<file path="src/rtl/fpu_pkg.sv">
// fpu_pkg: shared widths, flag bit positions and word types for the
// half-precision FP units and the buffering around them.
package fpu_pkg;

  localparam int EXP_W  = 5;
  localparam int FRA_W  = 10;
  localparam int WORD_W = EXP_W + FRA_W + 1;

  localparam int FLAG_W    = 3;
  localparam int FLAG_ZERO = 0;
  localparam int FLAG_INF  = 1;
  localparam int FLAG_NAN  = 2;

  typedef logic [WORD_W-1:0] fp_word_t;
  typedef logic [FLAG_W-1:0] fp_flags_t;

endpackage

</file>
<file path="src/rtl/fpu_credit_ctr.sv">
// fpu_credit_ctr: tracks operands launched into the FP unit whose results
// have not come back yet, and grants a new launch only when a buffer slot
// is guaranteed for its result. Also flags launches attempted without credit.
module fpu_credit_ctr
  import fpu_pkg::*;
#(
  parameter int DEPTH = 8,
  parameter int CW    = $clog2(DEPTH) + 1
) (
  input  logic          aclk,
  input  logic          aresetn,
  input  logic          i_issueFire,
  input  logic          i_resultValid,
  input  logic [CW-1:0] i_occNext,
  output logic          o_issueReady,
  output logic          o_inflightZero,
  output logic          o_overrunErr
);

  logic [CW-1:0] r_inflight;
  logic          r_issueReady;
  logic          r_overrunErr;
  logic [CW-1:0] w_inflightNext;
  logic [CW:0]   w_committed;
  logic          w_issueAccept;
  logic          w_resultRetire;

  assign w_issueAccept  = i_issueFire & r_issueReady;
  assign w_resultRetire = i_resultValid & (r_inflight != '0);

  // Next in-flight count; a launch and a retiring result in the same cycle cancel out
  always_comb begin
    w_inflightNext = r_inflight;
    if (w_issueAccept && !w_resultRetire) begin
      w_inflightNext = r_inflight + CW'(1);
    end else if (!w_issueAccept && w_resultRetire) begin
      w_inflightNext = r_inflight - CW'(1);
    end
  end

  assign w_committed = {1'b0, i_occNext} + {1'b0, w_inflightNext};

  // Register the count and the credit flag, which is derived from next-state counters
  always_ff @(posedge aclk or posedge aresetn) begin
    if (aresetn) begin
      r_inflight   <= '0;
      r_issueReady <= 1'b0;
      r_overrunErr <= 1'b0;
    end else begin
      r_inflight   <= w_inflightNext;
      r_issueReady <= (w_committed < (CW + 1)'(DEPTH));
      if (i_issueFire && !r_issueReady) begin
        r_overrunErr <= 1'b1;
      end
    end
  end

  assign o_issueReady   = r_issueReady;
  assign o_inflightZero = (r_inflight == '0);
  assign o_overrunErr   = r_overrunErr;

endmodule

</file>
<file path="src/rtl/fpu_result_fifo.sv">
// fpu_result_fifo: captures every result of a fixed-latency FP unit (which
// cannot be back-pressured) and re-presents it on a valid/ready stream.
// Launch credits come from fpu_credit_ctr so a slot is always reserved.
// Optional flag storage is enabled by defining FPU_RESULT_FIFO_FLAG_EN.
module fpu_result_fifo
  import fpu_pkg::*;
#(
  parameter int EXP   = EXP_W,
  parameter int FRA   = FRA_W,
  parameter int DEPTH = 8
) (
  input  logic                     aclk,
  input  logic                     aresetn,
  input  logic                     issue_fire,
  output logic                     issue_ready,
  input  logic [EXP+FRA:0]         s_axis_result_tdata,
  input  logic                     s_axis_result_tvalid,
  input  logic [FLAG_W-1:0]        s_flag,
  output logic [EXP+FRA:0]         m_axis_tdata,
  output logic [FLAG_W-1:0]        m_axis_tflag,
  output logic                     m_axis_tvalid,
  input  logic                     m_axis_tready,
  output logic [$clog2(DEPTH):0]   occupancy,
  output logic [1:0]               err
);

  localparam int W  = EXP + FRA + 1;
  localparam int AW = $clog2(DEPTH);
  localparam int CW = AW + 1;

  logic [W-1:0]  r_data [DEPTH];
  logic [AW-1:0] r_wrPtr;
  logic [AW-1:0] r_rdPtr;
  logic [CW-1:0] r_occ;
  logic          r_unexpErr;
  logic [CW-1:0] w_occNext;
  logic          w_full;
  logic          w_rd;
  logic          w_wr;
  logic          w_inflightZero;
  logic          w_overrunErr;

  assign w_full        = (r_occ == CW'(DEPTH));
  assign m_axis_tvalid = (r_occ != '0);
  assign w_rd          = m_axis_tvalid & m_axis_tready;
  assign w_wr          = s_axis_result_tvalid & (~w_full | w_rd);

  // Next occupancy; a same-cycle read and write leave it unchanged, even when full
  always_comb begin
    w_occNext = r_occ;
    if (w_wr && !w_rd) begin
      w_occNext = r_occ + CW'(1);
    end else if (!w_wr && w_rd) begin
      w_occNext = r_occ - CW'(1);
    end
  end

  fpu_credit_ctr #(
    .DEPTH(DEPTH),
    .CW   (CW)
  ) u_creditCtr (
    .aclk          (aclk),
    .aresetn       (aresetn),
    .i_issueFire   (issue_fire),
    .i_resultValid (s_axis_result_tvalid),
    .i_occNext     (w_occNext),
    .o_issueReady  (issue_ready),
    .o_inflightZero(w_inflightZero),
    .o_overrunErr  (w_overrunErr)
  );

  // Word storage, cleared on reset so the head reads zero until the first write
  always_ff @(posedge aclk or posedge aresetn) begin
    if (aresetn) begin
      for (int i = 0; i < DEPTH; i++) begin
        r_data[i] <= '0;
      end
    end else if (w_wr) begin
      r_data[r_wrPtr] <= s_axis_result_tdata;
    end
  end

  // Pointers, occupancy and the sticky unexpected/dropped-result error
  always_ff @(posedge aclk or posedge aresetn) begin
    if (aresetn) begin
      r_wrPtr    <= '0;
      r_rdPtr    <= '0;
      r_occ      <= '0;
      r_unexpErr <= 1'b0;
    end else begin
      r_occ <= w_occNext;
      if (w_wr) begin
        r_wrPtr <= r_wrPtr + AW'(1);
      end
      if (w_rd) begin
        r_rdPtr <= r_rdPtr + AW'(1);
      end
      if (s_axis_result_tvalid && (w_inflightZero || !w_wr)) begin
        r_unexpErr <= 1'b1;
      end
    end
  end

  assign m_axis_tdata = r_data[r_rdPtr];
  assign occupancy    = r_occ;
  assign err          = {r_unexpErr, w_overrunErr};

`ifdef FPU_RESULT_FIFO_FLAG_EN
  logic [FLAG_W-1:0] r_flag [DEPTH];

  // Flag storage, written alongside each data word
  always_ff @(posedge aclk or posedge aresetn) begin
    if (aresetn) begin
      for (int i = 0; i < DEPTH; i++) begin
        r_flag[i] <= '0;
      end
    end else if (w_wr) begin
      r_flag[r_wrPtr] <= s_flag;
    end
  end

  assign m_axis_tflag = r_flag[r_rdPtr];
`else
  logic [FLAG_W-1:0] w_unusedFlag;

  assign w_unusedFlag = s_flag;
  assign m_axis_tflag = '0;
`endif

endmodule

</file>
<file path="config.mk">
export PLATFORM = sky130hd
export DESIGN_NAME = fpu_result_fifo
export DESIGN_NICKNAME = d
export VERILOG_FILES = /design/src/rtl/fpu_pkg.sv /design/src/rtl/fpu_credit_ctr.sv /design/src/rtl/fpu_result_fifo.sv
export SDC_FILE = /design/constraint.sdc
export NUM_CORES = 1
export LEC_CHECK = 0
export ABC_AREA = 0
export CORE_MARGIN = 2
export CORE_UTILIZATION = 35
export DETAILED_ROUTE_END_ITERATION = 16
export GPL_TIMING_DRIVEN = 0
export SLEW_MARGIN = 10
export SYNTH_ARGS = -nofsm -noshare
export SYNTH_HDL_FRONTEND = slang
export SYNTH_SLANG_ARGS = --single-unit
</file>
<file path="constraint.sdc">
create_clock -name aclk -period 6.4 [get_ports aclk]
set_clock_uncertainty 0.1 [all_clocks]
set_input_delay 1.28 -clock aclk [delete_from_list [all_inputs] [get_ports aclk]]
set_output_delay 1.28 -clock aclk [all_outputs]
set_load 0.03 [all_outputs]
</file>
==> results.py <==
metrics = {
    "status": {
        "outcome": "finished, final reports clean",
    },
    "cells_and_area": {
        "final_cell_mix": "dfrtp_1, mux2_2, clkdlybuf4s50_1, mux4_2, clkbuf_16",
        "utilization": 0.4283,
        "regArea_mm2": 0.003628,
        "final_nets": 543,
        "final_common_cell": "dfrtp_1",
        "area_growth_pct": 20.71,
        "final_layout_size_suffix_gt1_frac": 0.4742,
        "final_cell_count_no_fill": 788,
        "multi_input_area_mm2": 0.003027,
        "n_fill_cell": 1768,
        "antenna_cells": 0,
    },
    "clocking": {
        "cts_sinks": 145,
        "cts_resized": 0,
        "clkTransAtPathRegs_ps": 60,
        "hold_buffers": 0,
        "htree_levels": 4,
        "cts_tree": "yes",
        "cts_root_buffer": "clkbuf_16",
        "cts_buffers": 17,
        "cts_setup_buffers": 0,
        "clockBufferDepth": 2,
        "clk_latency_ps": 410,
    },
    "worst_setup_path": {
        "cp.buffers_inverters": 4,
        "cp.arrival_ps": 3420,
        "worst_path_most_repeated_cell": "clkbuf_1",
        "crit_type": "flip-flop to output port",
        "crit_path_start_kind": "flip-flop",
        "path_max_fanout": 10,
        "cp_cell_sequence": "clkbuf_1 > clkbuf_1 > buf_2 > mux4_2 > mux2_2 > clkdlybuf4s50_1",
        "crit_path_end_kind": "output port",
        "cp.required_ps": 5020,
        "slowest_delay_ps": 600,
        "cp_top_family": "buffers and inverters",
        "slowest_stage": "clkbuf_1",
    },
    "placed_design": {
        "placed_cells": 756,
        "portBuffers": 44,
        "hpwl_um": 9525,
        "preCtsSetupSlack_ps": 1923,
        "gp_congestion": 0.7516,
    },
    "global_route": {
        "grt_first_pass_wirelength_um": 23310,
        "antenna_found_initial": 0,
        "grt_pass1_vias": 4309,
        "grt_max_degree": 74,
        "overflow": 0,
        "grtUsageTotal": 0.1505,
    },
    "drt": {
        "dr.pass1.iters": 4,
        "wl_per_cell_um": 18.26,
        "num_vias": 3908,
        "drt-initial-drc-count": 149,
        "wl_um": 14390,
        "ant_nets": 0,
        "vias_per_cell": 4.959,
        "drc": 0,
    },
    "timing": {
        "rsz0062_at_grt": "no",
        "max_freq_ghz": 0.2083,
        "slew_headroom": 0.4196,
        "fin_ws_ps": 1599,
        "drv_slew": 0,
        "setup_viol": 0,
        "min_period_over_period": 0.7502,
        "period_minus_slack_ps": 4801,
        "finalHoldViolations": 0,
        "worst_slew_pin_slew_ps": 870.6,
        "whs_ps": 362.1,
    },
    "yosys": {
        "yosysUniqueCellTypes": 50,
        "synthCells": 444,
        "synthFlopType": "dfrtp_1",
        "yosysWarnings": 0,
        "syn_area_mm2": 0.006883,
        "ys_seq_area_frac": 0.5272,
        "ys_ff_latch": 145,
        "synth_edf_count": 0,
        "syn_avg_cell_area_um2": 15.50,
        "synthArstFlopShare": 1.000,
    },
    "worst_hold_path": {
        "min-delay-path-class": "flip-flop to flip-flop",
    },
    "floorplan": {
        "pin_count": 51,
        "core_mm2": 0.01940,
        "start_util": 0.3548,
        "placementRows": 51,
        "dieArea_mm2": 0.02080,
        "die_y_um": 144.2,
        "dieWidth_um": 144.2,
    },
    "job": {
        "drv_cap": 0,
    },
    "power": {
        "powerDensity_mw_per_mm2": 588.5,
        "power.leakage_nw": 3.466,
        "ir_worst_vdd_mv": 0.2297,
        "p_total_mw": 4.889,
    },
}
## flip-flops by register name, indices dropped and copies added, names as in the netlist
signal,flops
u_creditCtr.o_issueReady,1
occupancy,4
u_creditCtr.r_inflight,4
r_unexpErr,1
r_rdPtr,3
r_data,128
u_creditCtr.o_overrunErr,1
r_wrPtr,3
## cells in the mapped netlist (4+ instances only)
master    instances  area, µm²
nand2b_1          4      25.02
ha_1              9      112.6
nand2_1          13      48.80
mux4_2           32      720.7
inv_1             6      22.52
nor2_1            5      18.77
mux2_2          144       1622
buf_2             5      25.02
clkbuf_1          5      18.77
buf_4            12      90.09
o21ai_0           5      25.02
xor2_1            4      35.03
buf_6             4      45.04
dfrtp_1         145       3628
xnor2_1           7      61.31
## kinds of logic (layout without fill, tap and decap cells)
logic type	count (synthesis)	in the layout	share of synthesized area
xor gates and xnor gates	11	11	0.01400
buffers and inverters	37	114	0.03417
and+or+nand+nor	45	45	0.04818
adders and majority gates	9	9	0.01636
other	1	3	0.0005448
AOI/OAI and AO/OA	19	19	0.01763
muxes	177	177	0.3419
DFF	145	145	0.5272
## power breakdown
part	internal (mW)	leakage (nW)	switching (mW)
sequential	1.38	1.74	0.238
clock	0.633	0.299	0.381
combinational	1.22	1.43	1.03
total	3.24	3.47	1.65
## final timing paths
kind | start | to | slack (ps) | cells after the start
hold / removal | u_creditCtr.o_overrunErr | u_creditCtr.o_overrunErr | 360 | 1
setup reg to reg | u_creditCtr.r_inflight[1] | u_creditCtr.o_issueReady | 3510 | 11
hold reg to reg | u_creditCtr.o_overrunErr | u_creditCtr.o_overrunErr | 360 | 1
max in group asynchronous | aresetn | r_data[23] | 4160 | 3
setup / recovery | r_rdPtr[1] | m_axis_tdata[12] | 1600 | 6
min in group asynchronous | aresetn | u_creditCtr.o_overrunErr | 1240 | 2
## stage by stage
step / cell area (µm²) / TNS [ps]
final: 8308 / 0
after global routing: 8308 / 0
after global placement: 7662 / -91790
after floorplan: 6890 / 0
after CTS: 8308 / 0
after detailed placement: 7695 / 0
## area by class of cell
cell class | count | share of cell area
buffer | 31 | 0.02560
clock buffer | 19 | 0.05452
clock inverter | 13 | 0.01928
inverter | 6 | 0.003313
multi-input combinational | 264 | 0.3643
sequential | 145 | 0.4367
tap | 265 | 0.03991
timing repair buffer | 45 | 0.05633
## metal layers
metal  global-route usage  wire [µm]
met1               0.1940       6342
met2               0.2564       7340
met3              0.03642        574
met4              0.03832        130
met5                    0          0
## worst reg2reg max path, stage by stage (launching register included)
cell and delay [ps]:
dfrtp_1 440, inv_1 90, ha_1 160, nor3b_1 250, nand2b_1 140, clkbuf_1 270
nand3_1 150, o22ai_1 230, xor2_1 230, ha_1 270, a2111o_1 330, a41oi_1 150
(Power assumes the default switching activity.)
